## src/rtl/scr_port_arbiter.sv

```systemverilog
// scr_port_arbiter: single-port screen RAM arbiter for display reads, command writes and host accesses.
// Build option SCR_ARB_ROUND_ROBIN_EN: round-robin cmd/host arbitration (default: cmd beats host).
module scr_port_arbiter #(
   parameter int         ADDR_W        = 16,
   parameter int         RAM_LAT       = 1,
   parameter logic [3:0] HOST_MAX_WAIT = 4'd15
) (
   input  logic              clk,
   input  logic              rst,
   input  logic              disp_req,
   input  logic [ADDR_W-1:0] disp_addr,
   output logic              disp_gnt,
   output logic              disp_rvalid,
   input  logic              cmd_req,
   input  logic [ADDR_W-1:0] cmd_addr,
   input  logic [7:0]        cmd_wdata,
   output logic              cmd_gnt,
   input  logic              host_req,
   input  logic              host_we,
   input  logic [ADDR_W-1:0] host_addr,
   input  logic [7:0]        host_wdata,
   output logic              host_gnt,
   output logic              host_rvalid,
   output logic [7:0]        rdata,
   output logic [ADDR_W-1:0] ram_addr,
   output logic [7:0]        ram_data,
   output logic              ram_wren,
   input  logic [7:0]        ram_q,
   output logic              busy
);
   logic [3:0]       wait_cnt;
   logic [RAM_LAT:0] tag_disp, tag_host;
   logic             host_starved, host_pick;
`ifdef SCR_ARB_ROUND_ROBIN_EN
   logic rr_host;
   assign host_pick = host_req && (!cmd_req || rr_host);
   always_ff @(posedge clk or negedge rst)
      if (!rst) rr_host <= 1'b0;
      else if (cmd_gnt || host_gnt) rr_host <= cmd_gnt;
`else
   assign host_pick = host_req && !cmd_req;
`endif
   assign host_starved = host_req && (wait_cnt == HOST_MAX_WAIT);
   // grants are gated by rst so they read 0 throughout reset
   assign disp_gnt = rst && disp_req && !host_starved;
   assign host_gnt = rst && host_req && (host_starved || (!disp_req && host_pick));
   assign cmd_gnt  = rst && cmd_req && !disp_req && !host_starved && !host_pick;
   always_ff @(posedge clk or negedge rst)
      if (!rst) begin
         wait_cnt <= 4'd0;
         tag_disp <= '0;
         tag_host <= '0;
         ram_addr <= '0;
         ram_data <= 8'h00;
         ram_wren <= 1'b0;
      end else begin
         wait_cnt <= (host_req && !host_gnt) ? wait_cnt + {3'b000, wait_cnt != HOST_MAX_WAIT} : 4'd0;
         tag_disp <= {tag_disp[RAM_LAT-1:0], disp_gnt};
         tag_host <= {tag_host[RAM_LAT-1:0], host_gnt && !host_we};
         ram_addr <= disp_gnt ? disp_addr : cmd_gnt ? cmd_addr : host_gnt ? host_addr : ram_addr;
         ram_data <= cmd_gnt ? cmd_wdata : host_gnt ? host_wdata : ram_data;
         ram_wren <= cmd_gnt || (host_gnt && host_we);
      end
   assign disp_rvalid = tag_disp[RAM_LAT];
   assign host_rvalid = tag_host[RAM_LAT];
   assign busy        = |{tag_disp, tag_host};
   assign rdata       = (disp_rvalid || host_rvalid) ? ram_q : 8'h00;
endmodule

```

## config.mk

```make
export PLATFORM = sky130hd
export DESIGN_NAME = scr_port_arbiter
export DESIGN_NICKNAME = d
export VERILOG_FILES = /design/src/rtl/scr_port_arbiter.sv
export SDC_FILE = /design/constraint.sdc
export NUM_CORES = 1
export LEC_CHECK = 0
export CAP_MARGIN = 20
export CELL_PAD_IN_SITES_DETAIL_PLACEMENT = 1
export CELL_PAD_IN_SITES_GLOBAL_PLACEMENT = 1
export CORE_MARGIN = 8
export CORE_UTILIZATION = 28
export CTS_BUF_LIST = sky130_fd_sc_hd__clkbuf_4 sky130_fd_sc_hd__clkbuf_8
export DETAILED_ROUTE_END_ITERATION = 7
export PLACE_DENSITY_LB_ADDON = 0.08
export SYNTH_ARGS = -nofsm -noshare
export SYNTH_HDL_FRONTEND = slang
export SYNTH_SLANG_ARGS = --single-unit
export TNS_END_PERCENT = 100
```

## constraint.sdc

```tcl
create_clock -name clk -period 2 [get_ports clk]
set_input_delay 0.4 -clock clk [delete_from_list [all_inputs] [get_ports clk]]
set_output_delay 0.4 -clock clk [all_outputs]
set_load 0.01 [all_outputs]
```

==> impl_metrics.tcl <==
set metrics [dict create \
    status "complete, no violations" \
    clkPwrFrac_pct 35.1 \
    p_sw_mw 0.532 \
    path_max_fanout 3 \
    worstPathCellList "clkdlybuf4s50_1 -> nor2_2 -> o211ai_4 -> inv_4 -> dlygate4sd2_1" \
    yosys.area.top_type_share_pct 42.9 \
    synth_nets 264 \
    antenna_found_initial 0 \
    final_util_pct 50.3 \
    grt_pass1_vias 2259 \
    internal_power_mw 1.62 \
    fill_cells 738 \
    crit_buf_inv 3 \
    pre_cts_slack_ns -0.314 \
    peakVddDrop_uv 285 \
    ant_nets 0 \
    syn-mean-instance-area_um2 10.5 \
    area_growth_pct 75.3 \
    crit_type "in2out" \
    viasPerCell 5.04 \
    grtUsageTotal_pct 15.3 \
    drive_above_1_share_pct 17.5 \
    synth.largest_area_cell "dfrtp_1" \
    synth_warnings 0 \
    combPwrFrac_pct 28.4 \
    clockBufferDepth 2 \
    cp-end-kind "output pin" \
    fmax_ghz 0.514 \
    cts_setup_buffers 0 \
    start_kind "input pin" \
    wl_per_cell_um 18.9 \
    synthTopCellsByArea "dfrtp_1 43%, o221a_2 7.6%, nor2b_1 7.5%" \
    maxSlewViolCount 0 \
    p_total_mw 2.15 \
    routed_wl_um 7330 \
    die_x_um 99.0 \
    slowest_stage "clkdlybuf4s50_1" \
    slew-limit-headroom_pct 72.8 \
    final_common_cell "clkdlybuf4s50_1" \
    die_area_um2 9790 \
    grt_overflow 0 \
    worst_pin_slew_ns 0.408 \
    place_congestion 0.768 \
    clock_latency_ns 0.28 \
    core-area_um2 6720 \
    max_cap_viol_count 0 \
    p_sw_share_pct 24.7 \
    rsz0062_at_grt "no" \
    num_vias 1957 \
    row_count 30 \
    cts_hold_buf 0 \
    clock_skew_ns 0.00633 \
    die_h_um 99.0 \
    p_leak_nw 1.45 \
    tritoncts "built" \
    htreeDepth 2 \
    drt_iter0_drc 70 \
    cts_made_buffers 5 \
    nets 387 \
    initial_core_util_pct 28.7 \
    io_pins 117 \
    holdWs_ns 0.123 \
    ys_ff_latch 33 \
    placed_cells 380 \
    drt_pass1_iterations 5 \
    critPathArrivalTime_ns 1.55 \
    crit_family "buffers and inverters" \
    io_buffers 116 \
    setup_ws_ns 0.0544 \
    hp-class "in2async" \
    grt_pass1_wl_um 12200 \
    drc 0 \
    n_antenna_cell 0 \
    p_per_area_nw_per_um2 638 \
    syn_inst 184 \
    dp_hpwl_um 5620 \
    seqPwrFrac_pct 36.5 \
    hold_viol_final 0 \
    crit_required_ns 1.60 \
    synth.distinct_cells 34 \
    clock_sinks 33 \
    crit_start "cmd_req" \
    syn_area_um2 1930 \
    fin_crit_sh_pct 97.3 \
    final_cell_mix "110 x clkdlybuf4s50_1, 33 x dfrtp_1, 27 x inv_1" \
    yosysSeqAreaShare_pct 42.9 \
    cts_root_buffer "clkbuf_8" \
    setup_viol_count_final 0 \
    instances_no_fill 388 \
    path_clk_slew_ns 0.08 \
    grt_max_degree 38 \
    slowest_delay_ns 0.52 \
    layout_min_cycle_time_ns 1.95 \
    reg2reg_from "wait_cnt[2]" \
]
-- synthesized netlist by cell type (all sizes together) --
| master | count |
|---|---|
| and3 | 4 |
| o32a | 1 |
| nand2 | 2 |
| o22ai | 1 |
| nand3 | 1 |
| inv | 29 |
| buf | 8 |
| and4 | 1 |
| xnor2 | 1 |
| o221ai | 15 |
| a21o | 1 |
| nand3b | 1 |
| a211oi | 3 |
| o221a | 15 |
| and4bb | 6 |
| ha | 2 |
| o21ai | 1 |
| a222oi | 8 |
| nor2b | 23 |
| or2 | 1 |
| dfrtp | 33 |
| xor2 | 1 |
| clkbuf | 7 |
| a21oi | 1 |
| o211ai | 1 |
| a21boi | 1 |
| nor2 | 6 |
| nor4bb | 9 |
| o31a | 1 |
-- stage by stage --
step                setup TNS, ns  instance area, um2
finish                          0                3380
floorplan                       0                1930
global route                    0                3380
detailed placement          -3.43                3230
global placement            -2.26                3230
CTS                             0                3370
-- metal layers --
layer  vias up  routed length [um]  GRT usage [%]
li1        937                   -              -
met1       930                3190           18.2
met2        85                3450           25.5
met3         5                 637           5.50
met4         0                  50           3.66
met5         -                   0              0
-- cells by family after synthesis --
group	count (synthesis)	share of synthesized area, %
adder cells (fa/ha/maj)	2	1.30
AO/OA/AOI/OAI	49	24.8
buffers and inverters	44	9.68
flip-flops	33	42.9
XOR/XNOR	2	0.909
AND/OR/NAND/NOR	54	20.5
-- final cells by class --
| class | count | area (um2) | area share (%) |
|---|---|---|---|
| timing repair buffer | 131 | 1280 | 37.9 |
| multi-input combinational | 107 | 925 | 27.4 |
| sequential | 33 | 826 | 24.5 |
| inverter | 29 | 111 | 3.30 |
| tap | 80 | 100 | 2.96 |
| clock buffer | 5 | 68.8 | 2.04 |
| clock inverter | 3 | 65.1 | 1.93 |
-- flip-flops by register name, summed over array words and instances (netlist names) --
| signal | cells |
|---|---|
| tag_host | 2 |
| tag_disp | 2 |
| wait_cnt | 4 |
| ram_wren | 1 |
| ram_data | 8 |
| ram_addr | 16 |
-- what timing repair did --
action | 4_1_cts | 5_1_grt
pin swaps | 1 | 0
hold endpoints to repair | 0 | 0
resized for setup | 9 | 4
setup endpoints to repair | 3 | 11
gates cloned | 0 | 0
-- path summary, 6_finish.rpt --
check | endpoint | slack, ns | cells past startpoint
max | host_gnt | 0.05 | 5
min | ram_data[4] | 0.12 | 2
max reg2reg | wait_cnt[2] | 0.27 | 6
min reg2reg | tag_disp[1] | 0.38 | 0
max in group asynchronous | ram_data[3] | 1.50 | 2
min in group clk | tag_disp[1] | 0.38 | 0
-- power by group through the flow --
stage	combinational [mW]	clock, mW	sequential [mW]
4_1_cts	0.624	0.775	0.786
3_3_place_gp	0.612	0	0.795
2_1_floorplan	0.182	0	0.828
6_report	0.611	0.757	0.786
3_5_place_dp	0.621	0	0.797
5_1_grt	0.662	0.797	0.797
Power figures use the tool's default switching activity.
